===== config.mk =====
export PLATFORM = sky130hd
export DESIGN_NAME = elastic_pipeline
export DESIGN_NICKNAME = d
export VERILOG_FILES = /design/src/rtl/elastic_pipeline_pkg.sv /design/src/rtl/elastic_pipeline_stage.sv /design/src/rtl/elastic_pipeline.sv
export SDC_FILE = /design/constraint.sdc
export NUM_CORES = 1
export LEC_CHECK = 0
export ABC_AREA = 1
export BUFFER_PORTS_ARGS = -buffer_cell sky130_fd_sc_hd__clkbuf_2
export CAP_MARGIN = 20
export CORE_MARGIN = 4
export CORE_UTILIZATION = 40
export CTS_BUF_LIST = sky130_fd_sc_hd__clkbuf_4
export DETAILED_ROUTE_END_ITERATION = 10
export PLACE_DENSITY = 0.68
export SLEW_MARGIN = 0
export SYNTH_ARGS = -nofsm -noshare
export SYNTH_HDL_FRONTEND = slang
export SYNTH_SLANG_ARGS = --single-unit

===== constraint.sdc =====
create_clock -name clock -period 2.4 [get_ports clock]
set_input_delay 0 -clock clock [delete_from_list [all_inputs] [get_ports clock]]
set_output_delay 0 -clock clock [all_outputs]
set_load 0.01 [all_outputs]

===== src/rtl/elastic_pipeline_pkg.sv =====
// elastic_pipeline shared utilities.
// Holds a generic clog2 helper for sizing derived widths.
package elastic_pipeline_pkg;

  function automatic int clog2(input int n);
    int r;
    r = 0;
    for (int k = 0; k < 32; k++) begin
      if ((1 << r) < n) r = r + 1;
    end
    return r;
  endfunction

endpackage


===== src/rtl/elastic_pipeline_stage.sv =====
// elastic_stage: one data register plus valid bit.
// Data only loads on a real transfer so idle stages stay quiet.
module elastic_stage
  import elastic_pipeline_pkg::*;
#(
  parameter int WIDTH = 8
) (
  input  logic             clock,
  input  logic             reset,
  input  logic             up_valid,
  input  logic [WIDTH-1:0] up_data,
  input  logic             adv,
  input  logic             flush,
  input  logic [WIDTH-1:0] init,
  output logic             v,
  output logic [WIDTH-1:0] data
);

  // Valid follows upstream when advancing; data gated on valid.
  always_ff @(posedge clock) begin
    if (reset) begin
      v    <= 1'b0;
      data <= init;
    end else if (flush) begin
      v <= 1'b0;
    end else if (adv) begin
      v <= up_valid;
      if (up_valid) data <= up_data;
    end
  end

endmodule


===== src/rtl/elastic_pipeline.sv =====
// elastic_pipeline: STAGES-deep valid/ready register pipeline.
// Define ELASTIC_PIPELINE_OCCUPANCY_EN to add the occupancy output.
module elastic_pipeline
  import elastic_pipeline_pkg::*;
#(
  parameter int WIDTH  = 8,
  parameter int STAGES = 2
`ifdef ELASTIC_PIPELINE_OCCUPANCY_EN
  ,
  localparam int OCC_W = clog2(STAGES + 1)
`endif
) (
  input  logic             clock,
  input  logic             reset,
  input  logic [WIDTH-1:0] init,
  input  logic             in_valid,
  output logic             in_ready,
  input  logic [WIDTH-1:0] in_data,
  output logic             out_valid,
  input  logic             out_ready,
  output logic [WIDTH-1:0] out_data,
  input  logic             flush
`ifdef ELASTIC_PIPELINE_OCCUPANCY_EN
  ,
  output logic [OCC_W-1:0] occupancy
`endif
);

  if (STAGES < 1 || WIDTH < 1) begin : g_bad
    $fatal(1, "elastic_pipeline: STAGES and WIDTH must be >= 1");
  end

  logic [STAGES-1:0] v;
  logic [STAGES-1:0] adv;
  logic [WIDTH-1:0]  data [STAGES];

  // A stage advances if it is empty or anything downstream moves.
  always_comb begin
    logic acc;
    adv = '0;
    acc = out_ready;
    for (int i = STAGES - 1; i >= 0; i--) begin
      acc    = acc | !v[i];
      adv[i] = acc;
    end
  end

  for (genvar i = 0; i < STAGES; i++) begin : g_stage
    logic             up_v;
    logic [WIDTH-1:0] up_d;

    if (i == 0) begin : g_head
      assign up_v = in_valid;
      assign up_d = in_data;
    end else begin : g_body
      assign up_v = v[i-1];
      assign up_d = data[i-1];
    end

    elastic_stage #(
      .WIDTH(WIDTH)
    ) u_stage (
      .clock   (clock),
      .reset   (reset),
      .up_valid(up_v),
      .up_data (up_d),
      .adv     (adv[i]),
      .flush   (flush),
      .init    (init),
      .v       (v[i]),
      .data    (data[i])
    );
  end

  assign in_ready  = adv[0] & !flush;
  assign out_valid = v[STAGES-1];
  assign out_data  = data[STAGES-1];

`ifdef ELASTIC_PIPELINE_OCCUPANCY_EN
  // Count of valid stages.
  always_comb begin
    occupancy = '0;
    for (int i = 0; i < STAGES; i++) begin
      occupancy = occupancy + OCC_W'(v[i]);
    end
  end
`endif

endmodule


Yosys cells after proc, flatten, opt, wreduce, memory -nomap -nowiden
Cells that the tools add are included.
Word-level totals
  word-level logic and storage cells: 26
  register bits: 18
  bits of input ports: 21
Operators by class
  equal/unequal tests: 1
  bitwise gates (word level): 3
  muxes and demuxes: 8
  reductions and logical operators: 10
Operator list (count)
  two-way mux 8 bit: 8
  nonzero test 2 bit: 4
  AND reduction 3 bit: 2
  logical NOT 1 bit: 3
  != test 2 bit (second input constant): 1
  bitwise OR 1 bit: 2
  OR reduction 2 bit: 1
  bitwise AND 1 bit: 1

Longest topological paths before layout
  word-level depth: 6
  gate-level depth with buffers: 5
  mapped depth without buffers: 4

Hierarchy
From an unflattened synthesis, not the netlist that was laid out.
Second synthesis, totals
  cells, all modules: 90
  area total of the unflattened synthesis: 844.6 sq um
By module, submodules not included
  elastic_stage: times used 2, area each 407.9 sq um, cells an instance 42
  elastic_pipeline: times used 1, area each 28.8 sq um, cells an instance 6

Worst setup path before layout
Ideal clock, no wire load.
  kind: register -> register
  from: reg g_stage[1].u_stage.v
  to: reg g_stage[0].u_stage.data[0] (enable)
  slack: 1.351 ns
  required time: 2.071 ns
  stages on the path, launching flop included: 4
  arrival time: 0.720 ns
  library setup time: 0.329 ns
  clock period less this slack: 1.049 ns
  path through: dfxtp_1 -> nand3_1 -> nand3_1 -> nand2_1
Between the ends
  word-level cells in the longest chain between the ends: 5
Ends and longest elaborated chain
  from (decl): line elastic_pipeline_stage.sv:15  | output logic v,
  from (signal assigned): line elastic_pipeline_stage.sv:27  | v <= up_valid;
  logical NOT 1 bit: line elastic_pipeline.sv:43  | acc = acc | !v[i];
  bitwise OR 1 bit (2 in series): line elastic_pipeline.sv:43
  nonzero test 2 bit (no line)
  AND reduction 3 bit (no line)
  to (signal assigned): line elastic_pipeline_stage.sv:23  | data <= init;
  to (signal assigned): line elastic_pipeline_stage.sv:28  | if (up_valid) data <= up_data;
  to (decl): line elastic_pipeline_stage.sv:16  | output logic [WIDTH-1:0] data
No other way between the ends.
A chain may end at the register's enable or synchronous reset.

Worst setup path in the final report
  from: in in_data[0]
  to: reg g_stage[0].u_stage.data[0] (data pin)
Between the ends
  word-level cells in the longest chain between the ends: 4
Ends and longest elaborated chain
  from (decl): line elastic_pipeline.sv:18  | input logic [WIDTH-1:0] in_data,
  two-way mux 8 bit: line elastic_pipeline_stage.sv:28
  two-way mux 8 bit: line elastic_pipeline_stage.sv:26  | end else if (adv) begin
  two-way mux 8 bit: line elastic_pipeline_stage.sv:24  | end else if (flush) begin
  two-way mux 8 bit: line elastic_pipeline_stage.sv:21  | if (reset) begin
No other way between the ends. The select of a mux whose other input is x is not followed.

==> reports/results.md <==
| Metric | Value |
| --- | --- |
| Gate Count Post-Synth | 76 |
| Post-synthesis instance area | 776 um2 |
| 1st-iter DRT viols | 17 |
| Depth of the worst register-to-register path | 3 |
| Endpoint of the worst hold path | g_stage[0].u_stage.data[1] |
| Switching fraction of total power | 22.9% |
| Maximum number of pins on one net before global-route repair | 20 |
| Setup repair bufs after CTS | 0 |
| Wirelength, routed | 1540 um |
| Type of the worst setup path | input pin to register |
| Power per Cell Area | 576 nW/um2 |
| Syn Area/Cell | 10.2 um2 |
| Setup violators final | 0 |
| Area fraction in compound gates after synthesis | 1.29% |
| Leftover overflow at the end of global routing | 0 |
| Number of antenna violations at the first check in global routing | 0 |
| Worst hold path depth | 3 |
| Worst min-delay path category | input pin to register |
| Final Slew Violations | 0 |
| Post-detail-place hpwl | 1100 um |
| Critical path peak fanout | 1 |
| Post-route DRC violation count | 0 |
| Xor/xnor share of the synthesized area | 0% |
| Placed Instances | 129 |
| Number of diodes added for antenna fixing | 0 |
| Final RePlAce weighted congestion | 0.697 |
| Die X-Extent | 52.0 um |
| Dominant delay contributor by cell family on the critical path | buffers and inverters |
| Cell-by-cell listing of the critical path | dlygate4sd3_1 > clkbuf_2 > nand2_1 > nand2_1 > dlygate4sd3_1 |
| Via-per-instance ratio | 4.48 |
| Max Cap Viol | 0 |
| Simple-gate portion of the synthesized area | 24.4% |
| Buffers added on ports | 30 |
| H-Tree Level Count | 1 |
| Reg2reg end | g_stage[0].u_stage.data[4] |
| Final setup skew | 3.13 ps |
| Starting density of the core | 43.5% |
| Final ANT Viol Nets | 0 |
| Number of library cell types mapped by synthesis | 10 |
| Achievable frequency | 821 MHz |
| Logic pwr share | 14.8% |
| Top-level port count | 31 |
| Data arrival at the endpoint of the critical path | 1260 ps |
| Floorplan die height | 52.0 um |
| Multiplexer fraction of the synthesized cell area | 0% |
| Nets in the synthesized netlist | 97 |
| Max Root-Sink Buffers | 2 |
| Critical hold path startpoint | init[1] |
| Buffer and inverter count on the worst path | 3 |
| Combinational family with the most area after synthesis | simple AND/OR/NAND/NOR gates |
| Number of warning messages in the yosys log | 0 |
| Pre-CTS WS | 1300 ps |
| Result of the run | finished clean |
| Post-route fraction of the period consumed by the critical path | 50.7% |
| Crit path largest cell delay | 540 ps |
| Standard-cell rows | 15 |
| Setup slack on the worst flop-to-flop path | 1290 ps |
| Num CTS Buffers | 3 |
| Wire length of the first global-routing pass | 2360 um |
| Number of clock sinks | 18 |
| Net switching power figure | 141 uW |
| Part of the power in registers | 61.4% |
| Slack of the critical path | 1180 ps |
| Post-synthesis share of cell area spent on full adders, half adders and majority gates | 0% |
| Vias | 645 |
| Leakage component of the power | 0.000536 uW |
| CTS tree | yes |
| 1st-pass router iterations | 4 |
| Internal power | 474 uW |
| Endpoints failing hold | 0 |
| Share of post-route cells with drive strength above 1 | 30.3% |
| Maximum VDD drop | 0.333 mV |
| Required arrival time at the worst endpoint | 2450 ps |
| Critical path startpoint category | input pin |
| Root Buffer Master | clkbuf_4 |
| Clock share of power | 23.8% |
| Core Footprint | 1780 um2 |
| Worst-path cell with the longest stage delay | dlygate4sd3_1 |
| Tot GR Track Use | 12.2% |
| Slew at the pin with the worst max-slew slack | 321 ps |
| Floorplan die area | 2710 um2 |
| Clock latency on the worst-skew pair | 280 ps |
| Max transition margin | 78.6% |
| Post-CTS clock slew at the launch and capture registers of the worst setup and hold paths | 100 ps |
| Number of nets in the finished design | 141 |
| Endpoint kind of the worst setup timing path | register |
| Source of the worst register-to-register timing path | g_stage[1].u_stage.v |
| Area overhead of the layout relative to synthesis | 37.6% |
| RSZ-0062 raised after global routing | false |
| Number of storage elements in the synthesis netlist | 18 |
| Final Non-Filler Cells | 144 |
| Sequential-to-total area share from yosys stat | 67.1% |
| Per-cell routed wire length | 10.7 um |
| Final-layout fill cell count | 148 |
| Final critical delay including setup and external delays | 1220 ps |
| Via count of the first global-routing pass | 560 |
| Setup Total Neg Slack | 0 ps |
-- metal layers --
metal	part of all wire [%]	wire [um]	vias up	GRT usage (%)
met5	0	0	-	0
met4	2.6	40	0	7.42
met3	8.3	127	6	3.44
met2	50	772	29	19.0
met1	39	595	278	14.9
li1	-	-	332	-
-- sequential cells by signal, summed over array words and instances (netlist names) --
register / flops
g_stage.u_stage.data: 16
g_stage.u_stage.v: 2
-- cell usage in the layout (no fill, tap or decap) --
cell	count
clkbuf_2	30
inv_8	1
dlygate4sd3_1	11
a21oi_1	2
nand3_1	3
edfxtp_1	16
dfxtp_1	2
nand2_1	43
nand2_2	2
inv_1	5
clkinv_1	1
clkbuf_4	3
-- cell type report --
class / count / area, um2 / share of cell area, %
clock inverters: 1 / 3.75 / 0.352
well taps: 25 / 31.3 / 2.93
clock buffers: 3 / 22.5 / 2.11
multi-input cells: 50 / 199 / 18.6
flip-flops and latches: 18 / 520 / 48.8
inverters: 6 / 30.0 / 2.81
repair buffers: 41 / 260 / 24.4
-- worst max path at each step --
stage	from	cells past startpoint	end	slack (ps)
5_1_grt	in_data[0]	5	g_stage[0].u_stage.data[0]	1170
4_1_cts	in_data[0]	5	g_stage[0].u_stage.data[0]	1180
3_3_place_gp	g_stage[0].u_stage.v	3	g_stage[0].u_stage.data[0]	1330
6_report	in_data[0]	5	g_stage[0].u_stage.data[0]	1180
2_1_floorplan	g_stage[1].u_stage.v	3	g_stage[0].u_stage.data[0]	1350
3_5_place_dp	g_stage[1].u_stage.v	3	g_stage[0].u_stage.data[0]	1300
-- metrics by stage --
stage	power, uW	util (%)	area, um2	hold slack (ps)
after floorplan	429	-	776	131
after global placement	459	52.2	931	239
after detailed placement	461	52.2	931	244
after CTS	618	59.3	1060	2.06
after global routing	650	59.9	1070	18.2
final	614	59.9	1070	6.50
-- worst reg2reg max path, cell delays in order, from the launching register on --
cell and delay [ps]:
dfxtp_1 330, nand3_1 120, nand3_1 80, nand2_1 260
-- cell usage after synthesis --
| cell type | instances | share of area, % |
|---|---|---|
| a21oi_1 | 2 | 1.3 |
| buf_6 | 1 | 1.5 |
| buf_8 | 1 | 1.9 |
| dfxtp_1 | 2 | 5.2 |
| edfxtp_1 | 16 | 62 |
| inv_1 | 5 | 2.4 |
| inv_8 | 1 | 1.5 |
| nand2_1 | 43 | 21 |
| nand2_2 | 2 | 1.6 |
| nand3_1 | 3 | 1.9 |
-- power by group through the flow --
stage               Sequential, uW  Combinational (uW)  Clock [uW]
floorplan                      390                38.7           0
global placement               384                75.8           0
detailed placement             385                76.4           0
CTS                            377                90.2         150
global route                   379                 102         169
finish                         377                91.1         146
-- cell families (layout without fill, tap and decap cells) --
kind of cell / Yosys count / after routing
and+or+nand+nor: 48 / 48
DFF: 18 / 18
buffers and inverters: 8 / 51
AOI/OAI and AO/OA: 2 / 2
-- repair_timing --
action / 4_1_cts / 5_1_grt
resized for setup: 0 / 0
hold endpoints to repair: 9 / 1
hold buffers: 10 / 1
Power figures use the tool's default switching activity.
